## src/rtl/alu.sv

```systemverilog
// alu: registered unsigned adder, sum_o = a_i + b_i at nb_bits+1 width (MSB = carry-out).
// The datapath is a structural carry-select adder built from per-bit full-adder cells.
// Optional build macro ALU_INPUT_REG_EN: a_i/b_i are registered first, giving 2-cycle latency.
module alu #(
    parameter int nb_bits  = 32,
    parameter int blk_bits = 8
) (
    input  logic               clock_i,
    input  logic               rst_n,
    input  logic [nb_bits-1:0] a_i,
    input  logic [nb_bits-1:0] b_i,
    output logic [nb_bits:0]   sum_o
);

    localparam int NBLK = (nb_bits + blk_bits - 1) / blk_bits;

    // Operands seen by the adder (raw inputs or their registered copies)
    logic [nb_bits-1:0] op_a;
    logic [nb_bits-1:0] op_b;

`ifdef ALU_INPUT_REG_EN
    logic [nb_bits-1:0] a_d, a_q;
    logic [nb_bits-1:0] b_d, b_q;

    // Next-state for the operand capture registers
    always_comb begin
        a_d = a_i;
        b_d = b_i;
    end

    // Operand capture registers, cleared by reset like the result register
    always_ff @(posedge clock_i or negedge rst_n) begin
        if (!rst_n) begin
            a_q <= '0;
            b_q <= '0;
        end else begin
            a_q <= a_d;
            b_q <= b_d;
        end
    end

    assign op_a = a_q;
    assign op_b = b_q;
`else
    assign op_a = a_i;
    assign op_b = b_i;
`endif

    // Per-bit ripple results for block carry-in 0 (s0/co0) and carry-in 1 (s1/co1)
    logic [nb_bits-1:0] s0, s1, co0, co1;
    logic [nb_bits-1:0] sel_sum;
    // blk_c[k] is the resolved carry into block k; blk_c[NBLK] is the final carry-out
    logic [NBLK:0]      blk_c;

    assign blk_c[0] = 1'b0;

    for (genvar i = 0; i < nb_bits; i++) begin : g_bit
        localparam int K = i / blk_bits;
        localparam int J = i % blk_bits;

        logic ci0, ci1, p;

        if (J == 0) begin : g_head
            // Block 0 has a fixed carry-in of 0, so both chains collapse to the same ripple
            assign ci0 = 1'b0;
            assign ci1 = (K != 0);
        end else begin : g_chain
            assign ci0 = co0[i-1];
            assign ci1 = co1[i-1];
        end

        assign p      = op_a[i] ^ op_b[i];
        assign s0[i]  = p ^ ci0;
        assign co0[i] = (op_a[i] & op_b[i]) | (p & ci0);
        assign s1[i]  = p ^ ci1;
        assign co1[i] = (op_a[i] & op_b[i]) | (p & ci1);

        // Incoming block carry picks which precomputed sum bit is real
        assign sel_sum[i] = blk_c[K] ? s1[i] : s0[i];

        // Last bit of a block (full or trailing partial) resolves that block's carry-out
        if ((J == blk_bits - 1) || (i == nb_bits - 1)) begin : g_tail
            assign blk_c[K+1] = blk_c[K] ? co1[i] : co0[i];
        end
    end

    logic [nb_bits:0] sum_d, sum_q;

    // Assemble the full-width sum with the final block carry as MSB
    always_comb begin
        sum_d = {blk_c[NBLK], sel_sum};
    end

    // Result register; reset clears it immediately
    always_ff @(posedge clock_i or negedge rst_n) begin
        if (!rst_n) begin
            sum_q <= '0;
        end else begin
            sum_q <= sum_d;
        end
    end

    assign sum_o = sum_q;

endmodule

```

## config.mk

```make
export PLATFORM = sky130hd
export DESIGN_NAME = alu
export DESIGN_NICKNAME = d
export VERILOG_FILES = /design/src/rtl/alu.sv
export SDC_FILE = /design/constraint.sdc
export NUM_CORES = 1
export LEC_CHECK = 0
export ABC_AREA = 1
export CORE_MARGIN = 3
export CORE_UTILIZATION = 33
export DETAILED_ROUTE_END_ITERATION = 10
export PLACE_DENSITY = 0.76
export SYNTH_ARGS = -nofsm -noshare
export SYNTH_HDL_FRONTEND = slang
export SYNTH_SLANG_ARGS = --single-unit
```

## constraint.sdc

```tcl
create_clock -name clock_i -period 0.8 [get_ports clock_i]
set_input_delay 0.16 -clock clock_i [delete_from_list [all_inputs] [get_ports clock_i]]
set_output_delay 0.16 -clock clock_i [all_outputs]
set_load 0.02 [all_outputs]
```

Yosys cells after proc, flatten, opt, wreduce, memory -nomap -nowiden
Cells that the tools add are included.
Word-level totals
  bits of input ports: 66
  word-level logic and storage cells: 245
  register bits after elaboration: 33
Operators by class
  bitwise gates (word level): 217
  muxes and demuxes: 27
Operator list (count)
  1-bit bitwise AND: 81
  1-bit bitwise XOR: 81
  1-bit bitwise OR: 52
  1-bit 2-to-1 mux: 27
  1-bit NOT: 3

Depth between registers and ports, before layout
Gate-level depths: netlist (run 1).
  word-level depth: 19
  mapped depth: 40
  mapped depth without buffers: 40

Worst setup path before layout (run 1)
No wires, ideal clock.
  path kind: in2reg
  from: input port a_i[0]
  to: register sum_q[31], in the netlist sum_o[31]
  arrival time: 11.501 ns
  setup slack: -10.765 ns
  stages on the path: 37
  buffers on the path: 0
  cell sequence: ha_1 -> fa_1 -> fa_1 -> fa_1 -> fa_1 -> fa_1 -> fa_1 -> fa_1 -> nand2_1 -> nand2_1 -> fa_1 -> fa_1 -> fa_1 -> fa_1 -> fa_1 -> fa_1 -> fa_1 -> nand2_1 -> nand2_1 -> fa_1 -> fa_1 -> fa_1 -> fa_1 -> fa_1 -> fa_1 -> fa_1 -> nand2_1 -> nand2_1 -> fa_1 -> fa_1 -> fa_1 -> fa_1 -> fa_1 -> fa_1 -> inv_1 -> fa_1 -> inv_1
On the way
  longest elaborated chain between the ends: 18
Ends and longest elaborated chain
  start, declared: RTL line 10  | input logic [nb_bits-1:0] a_i,
  1-bit bitwise AND (2 in series)
  1-bit bitwise OR
  1-bit bitwise AND
  1-bit bitwise OR
  1-bit bitwise AND
  1-bit bitwise OR
  1-bit bitwise AND
  1-bit bitwise OR
  1-bit bitwise AND
  1-bit bitwise OR
  1-bit bitwise AND
  1-bit bitwise OR
  1-bit bitwise AND
  1-bit bitwise OR
  1-bit 2-to-1 mux (2 in series): RTL line 83  | assign blk_c[K+1] = blk_c[K] ? co1[i] : co0[i];
  1-bit 2-to-1 mux: RTL line 79  | assign sel_sum[i] = blk_c[K] ? s1[i] : s0[i];
  named net sel_sum[31]: RTL line 51  | logic [nb_bits-1:0] sel_sum;
  end signal, assigned: RTL line 99  | sum_q <= sum_d;
  end, declared: RTL line 87  | logic [nb_bits:0] sum_d, sum_q;
The timed path passes the listed nets, and every way through them passes these cells.

Worst setup path in the final report (run 1)
Same ends and word-level chain as after synthesis.

==> results by stage, run 1 <==
Run status:
- The run finished, with violations left.
- The final reports fail on setup timing.

Pwr:
- In this run the power density over the cells is approximately 1800 nW/µm².
- The static leakage is approximately 1.3 nW.
- The switching portion of total power is 0.308.
- The internal power of the cells is 3.77 mW.
- Of the total power, registers draw 0.393.
- The net switching power figure is 1.68 mW.
- Of the total power, the clock network draws 0.219.
- The combinational share of power is 0.388.
- The peak ir drop on the vdd network is 718 µV.

Finish:
- In the layout the commonest cells are sky130_fd_sc_hd__clkdlybuf4s50_1, sky130_fd_sc_hd__buf_6, sky130_fd_sc_hd__dfrtp_1, sky130_fd_sc_hd__fa_2, sky130_fd_sc_hd__inv_1.
- The multi-input combinational cells in the finished layout cover a total of slightly above 800 µm².
- The filler cells instantiated in the layout total roughly 340.
- The finished layout cell area is 2980 µm².
- The repair_antennas step left the layout with diodes totalling 0.
- The library cell used most frequently in the layout, excluding fill and tap cells, is sky130_fd_sc_hd__clkdlybuf4s50_1.
- The net count reported at finish is 321.
- Relative to the synthesized area, the layout overhead comes to 84.4%.
- The area taken by flip-flops and latches is approximately 830 µm².
- The register with the most flip-flops in the layout has 33 of them.
- The fraction of layout instances using a drive strength above 1 is 0.403.

CTS:
- Clock-pin slew was measured on the worst setup and hold paths at roughly 0.070 ns.
- The longest clock path from root to sink contains 2 buffers.
- The TritonCTS clock tree is done.
- Clock tree synthesis found a total of 33 sinks.
- The number of H-tree levels is 2.
- TritonCTS created 5 clock buffers.
- The library cell used as clock root buffer is sky130_fd_sc_hd__clkbuf_8.

Logic synthesis:
- The register bit count reported by yosys is 33.
- In the post-synthesis netlist, the biggest area contributors are sky130_fd_sc_hd__dfrtp_1, sky130_fd_sc_hd__fa_1, sky130_fd_sc_hd__ha_1, sky130_fd_sc_hd__inv_1, sky130_fd_sc_hd__nand2_1.
- The synthesized net count is around 210.
- The share of the Yosys chip area taken by registers is 0.511.
- The number of instances in the synthesized netlist is about 110.
- The mean instance size in the synthesized netlist is about 15 µm².
- The number of warnings issued by yosys is 0.
- The post-synthesis cell type count is 5.
- Of all cell types, the one taking the most synthesized area is sky130_fd_sc_hd__dfrtp_1.
- The netlist area before placement is 1620 µm².
- The area share of the largest cell type after synthesis is 0.511.

Timing:
- Based on the critical path, the design can be clocked at up to 95.0 MHz.
- The final count of hold timing violations is 0.
- The final critical-path setup slack is -9.73 ns.
- Setup repair after global routing could not meet its margin everywhere.
- Of the available clock period, the critical path in the final layout requires 13.2.
- Measured against its own limit, the worst slew margin works out to 0.895.
- Adding up every negative setup slack in the final design gives -165.40 ns.
- The actual slew at the worst max-slew pin is ~0.16 ns.
- Subtracting the final worst setup slack from the clock period gives around 11 ns.
- The number of endpoints failing setup at the final stage is 64.
- The final-report max-slew violation count is 0.

GRT:
- The first global-routing pass estimated 6870 µm of wire.
- The via count of the first global-routing pass is around 1300.
- The initial antenna violation count is 0.
- Entering global routing, the biggest net connects 27 pins.
- For this run, the total global-route usage over all layers was measured as 0.157.
- For this run the aggregate overflow at the end of global routing stands at 0.

Worst setup path:
- The cell with the largest stage delay on the worst path is sky130_fd_sc_hd__fa_2.
- The number of buffers and inverters on the critical path is 3.
- In this run the worst path has a maximum fanout of 2.
- At the worst endpoint, the required time is between 1 and 1.5 ns.
- On the worst path, the slowest cell contributes a delay of around 0.41 ns.
- The start-to-end type of the worst setup path is input port to flip-flop.
- Data arrives at the worst endpoint at 10.74 ns.
- STA classifies the critical path startpoint as an input port.
- The cell repeated most along the worst path is sky130_fd_sc_hd__fa_2.
- The endpoint type of the worst setup path is a flip-flop.
- Among cell families on the critical path, the largest total delay comes from adder cells.

Floorplanning:
- The number of primary I/O pins is 99.
- The initial utilization of the core area, before any placement, comes to 0.357.
- From bottom edge to top edge, the die measures 76.0 µm.
- In this run the core area contains 24 standard-cell rows.
- The die footprint is 5770 µm².
- The die is 76.0 µm wide.
- The placeable core area is ~4500 µm².

Drt:
- The vias after detailed routing is 1166.
- The final routed wire length divided by cell count is 14.2 µm.
- The first detailed-routing pass took 2 iterations.
- For this block, the routed nets add up to between 4000 and 5000 µm of wire.
- After detailed routing, the number of remaining DRC violations is 0.
- The count of antenna-violating nets left after detailed routing is 0.
- The routed via count divided by cell count is a little over 4.
- The detailed router finished its first iteration with 48 violations.

Place:
- After legalization and detailed placement, the total HPWL measured 3500 µm.
- At the end of routability-driven placement, the weighted congestion stood at around 0.76.
- Before CTS, the worst setup slack after placement is -10.41 ns.
- Buffers placed on the I/O ports in this run total 98.
- The post-placement cell area is ~2800 µm².

Flow run:
- The max-cap check violation count is 0.

Worst hold path:
- In this run the worst hold path is classified as input port to flip-flop.
[through the flow]
step	hold slack (ns)	utilization	std cells	total power, mW
after floorplan	-0.136	-	106	2.88
after global placement	0.550	0.622	275	4.10
after detailed placement	0.560	0.622	275	4.16
after CTS	0.0979	0.653	285	5.53
after global routing	0.0920	0.658	286	5.78
final	0.104	0.658	286	5.45
[power by group through the flow]
stage                     registers, mW  clock network, mW  logic, mW
after global routing               2.18               1.31       2.29
after CTS                          2.15               1.24       2.15
final                              2.14               1.19       2.11
after global placement             2.09                  0       2.00
after detailed placement           2.11                  0       2.05
after floorplan                    2.53                  0      0.349
[path summary, 6_finish.rpt]
path	startpoint	to	slack, ns	cells past startpoint
max	a_i[0]	sum_o[31]	-9.73	38
min	b_i[0]	sum_o[0]	0.10	2
max in group asynchronous	rst_n	sum_o[16]	0.36	2
min in group asynchronous	rst_n	sum_o[12]	0.27	2
[per-layer routing]
metal,track usage,vias to the layer above,part of all wire
li1,-,532,-
met1,0.191,568,0.38
met2,0.268,61,0.53
met3,0.0520,5,0.079
met4,0.0435,0,0.0096
met5,0,-,0
[Yosys cell counts, drive strengths merged]
| master | number |
|---|---|
| fa | 28 |
| ha | 7 |
| inv | 20 |
| dfrtp | 33 |
| nand2 | 18 |
[kinds of logic (layout without fill, tap and decap cells)]
kind of cell  after synthesis  after routing  synth area share
flops                      33             33             0.511
fa+ha+maj                  35             35             0.401
buf+inv                    20            135            0.0464
simple gates               18             18            0.0418
[area by class of cell]
cell class,count,area share
inverter,20,0.0252
clock inverter,2,0.00336
multi-input combinational,53,0.272
timing repair buffer,107,0.371
sequential,33,0.277
tap,65,0.0273
clock buffer,6,0.0243
[what timing repair did]
item,CTS,global route
cloned,0,0
gates resized for setup,214,5
pin swaps,4,2
hold buffers,0,0
setup endpoints to repair,65,64
buffers inserted,2,1
Power figures use the tool's default switching activity.
==> run 2: changes to the inputs <==
Settings changed: GPL_TIMING_DRIVEN set to 0.
==> results by stage, run 2 (synthesized netlist as in run 1, its figures left out) <==
Finish:
- The most frequent standard cell in the layout excluding fill and tap cells is sky130_fd_sc_hd__clkdlybuf4s50_1.
- The flip-flop count of the largest register after layout came to 33 (unchanged).
- From synthesis to final layout, the design area changed by 83.0%.
- The fraction of layout instances using a drive strength above 1 is 0.417 (+0.0140).
- The final antenna diode count is 0 (unchanged).
- The non-filler instance count after layout was 281 (-1.7%).
- The library cells used most frequently in the layout, excluding fill and tap cells, are sky130_fd_sc_hd__clkdlybuf4s50_1, sky130_fd_sc_hd__buf_6, sky130_fd_sc_hd__dfrtp_1, sky130_fd_sc_hd__fa_2, sky130_fd_sc_hd__inv_1.
- The net count reported at finish is 316 (-1.6%).

Run status:
- The checks that failed: hold timing, setup timing.
- The flow ran to the end, but the final reports show violations.

GRT:
- The initial antenna violation count was 0 (unchanged).
- The overall track demand over capacity in global routing came to 0.148 (-0.00868).
- The pin count of the biggest net entering global routing is 34 (+26%).
- The via count of the first global-routing pass was 1284 (+0.39%).
- The wire length of the first global-routing pass is 6490 µm (-5.5%).
- The total global routing overflow is 0 (unchanged).

Drt:
- The count of TritonRoute iterations in the first routing pass came to 2 (unchanged).
- The total length of routed wires is 3930 µm (-3.5%).
- The number of DRC violations after detailed routing is 0 (unchanged).
- The DRC violation total after the first TritonRoute iteration is 49 (+2.1%).
- The count of antenna-violating nets left after detailed routing is 0 (unchanged).
- The final routed wire length divided by cell count is 14.0 µm (-1.8%).
- The routed via count divided by cell count is 3.97 (-2.6%).
- The vias after detailed routing is 1116 (-4.3%).

Timing:
- The final critical-path setup slack came to -9.83 ns (-0.103 ns).
- The final-report max-slew violation count is 0 (unchanged).
- Setup repair after global routing could not meet its margin everywhere.
- The number of endpoints failing setup at the final stage is 64 (unchanged).
- The highest clock frequency the design can meet is 94.1 MHz (-0.96%).
- The actual slew at the worst max-slew pin was 0.741 ns (+0.584 ns).
- The clock period minus final worst setup slack came to 10.63 ns (+0.103 ns).
- The final count of hold timing violations is 33 (+33).
- The final clock period utilization by the worst path is 13.3 (+0.128).
- The worst-case headroom to the max-slew limit is 0.506 (-0.389).
- The final hold slack is -0.0605 ns (-0.165 ns).
- The final total negative setup slack is -164.85 ns (+0.550 ns).

Floorplanning:
- The horizontal die dimension is 76.0 µm (unchanged).
- The initial core utilization is 0.357 (unchanged).
- The die footprint is 5770 µm² (unchanged).
- The row count is 24 (unchanged).
- The number of primary I/O pins is 99 (unchanged).
- The overall die height was 76.0 µm (unchanged).
- The placeable core area is 4530 µm² (unchanged).

Worst setup path:
- The biggest fanout along the worst timing path is 2 (unchanged).
- The type of origin of the critical path is an input port.
- The launch point of the critical path is a_i[0].
- The most numerous cell type found on the critical path is sky130_fd_sc_hd__fa_2.
- The critical path is of the input port to flip-flop type.
- The worst stage delay on the critical path is 0.43 ns (+0.02 ns).
- The end point of the critical path is sum_o[31].
- The critical path data arrival time is 10.85 ns (+0.11 ns).
- The slowest stage of the critical path belongs to the cell sky130_fd_sc_hd__fa_2.
- The endpoint type of the worst setup path is a flip-flop.
- The required time of the critical path came to 1.03 ns (about the same).

Pwr:
- The power density over cell area is 1900 nW/µm² (+3.9%).
- The peak ir drop on the vdd network is 817 µV (+14%).
- The sum of internal, switching and leakage power is 5.62 mW (+3.2%).
- The static leakage was 1.31 nW (-1.2%).

CTS:
- The CTS clock-pin slew for the worst setup and hold paths came to 0.07 ns (about the same).
- The TritonCTS clock tree is done.
- The total clock sinks came to 33 (unchanged).
- The number of H-tree levels is 2 (unchanged).
- The clock buffer count from CTS is 5 (unchanged).
- The tree is rooted in a sky130_fd_sc_hd__clkbuf_8.
- The maximum buffer depth of the clock tree came to 2 (unchanged).

Worst hold path:
- The class of the most critical hold timing path is input port to async pin.

Flow run:
- The max-cap check violation count is 0 (unchanged).

Place:
- The half-perimeter wire length after detailed placement was 3270 µm (-6.5%).
- The post-place setup slack is -10.50 ns (-0.0928 ns).
- The weighted congestion at the end of routability-driven global placement is 0.728 (-4.1%).
- The cell total after placement is 269 (-2.2%).
- The number of buffer cells added on primary ports came to 98 (unchanged).
## run 2: cell count changes in the layout (fill, tap and decap cells not counted), sizes merged
cell,before,now
clkinv,2,1
clkdlybuf4s15,0,1
buf,44,41
clkbuf,6,7
dlygate4sd2,2,0
clkdlybuf4s50,61,60
## run 2: worst max-delay path: cells and delay by family
kind	cells	cell delay, ns
and+or+nand+nor	6	0.43
buffers and inverters	3	0.21
adders and majority gates	29	10.04
## run 2: worst min-delay path by stage
stage          startpoint         to  slack [ns]
3_3_place_gp       b_i[0]   sum_o[0]        0.82
6_report            rst_n  sum_o[12]       -0.06
2_1_floorplan       rst_n   sum_o[0]       -0.14
3_5_place_dp        rst_n  sum_o[10]        0.26
4_1_cts             rst_n  sum_o[10]       -0.05
5_1_grt             rst_n  sum_o[10]       -0.01
## run 2: metal layers
layer / vias up / share of wire / track usage
li1: 519 / - / -
met1: 529 / 0.39 / 0.172
met2: 66 / 0.52 / 0.252
met3: 2 / 0.087 / 0.0638
met4: 0 / 0.0069 / 0.0399
met5: - / 0 / 0
## run 2: what timing repair did
action	in CTS	in global routing
pin swaps	4	6
hold endpoints to repair	33	33
endpoints found under the setup margin	65	64
gates resized for setup	217	12
buffers inserted	3	2
## run 2: final cells by class
type / instances / area (µm²)
inverter: 20 / 77.6
timing repair buffer: 102 / 1050
clock buffer: 7 / 96.3
multi-input combinational: 53 / 821
tap: 65 / 81.3
fill: 328 / 1580
clock inverter: 1 / 5.00
sequential: 33 / 826
## run 2: power breakdown
| group | total [mW] | switching (mW) | internal [mW] |
|---|---|---|---|
| registers | 2.14 | 0.146 | 1.99 |
| logic | 2.12 | 0.957 | 1.16 |
| clock network | 1.37 | 0.588 | 0.777 |
| total | 5.62 | 1.69 | 3.93 |
## run 2: per-stage QoR
step / area [µm²] / hold WS, ns / util
after floorplan: 1700 / -0.136 / -
after global placement: 2760 / 0.818 / 0.609
after detailed placement: 2760 / 0.255 / 0.608
after CTS: 2920 / -0.0514 / 0.645
after global routing: 2960 / -0.0129 / 0.653
final: 2960 / -0.0605 / 0.653
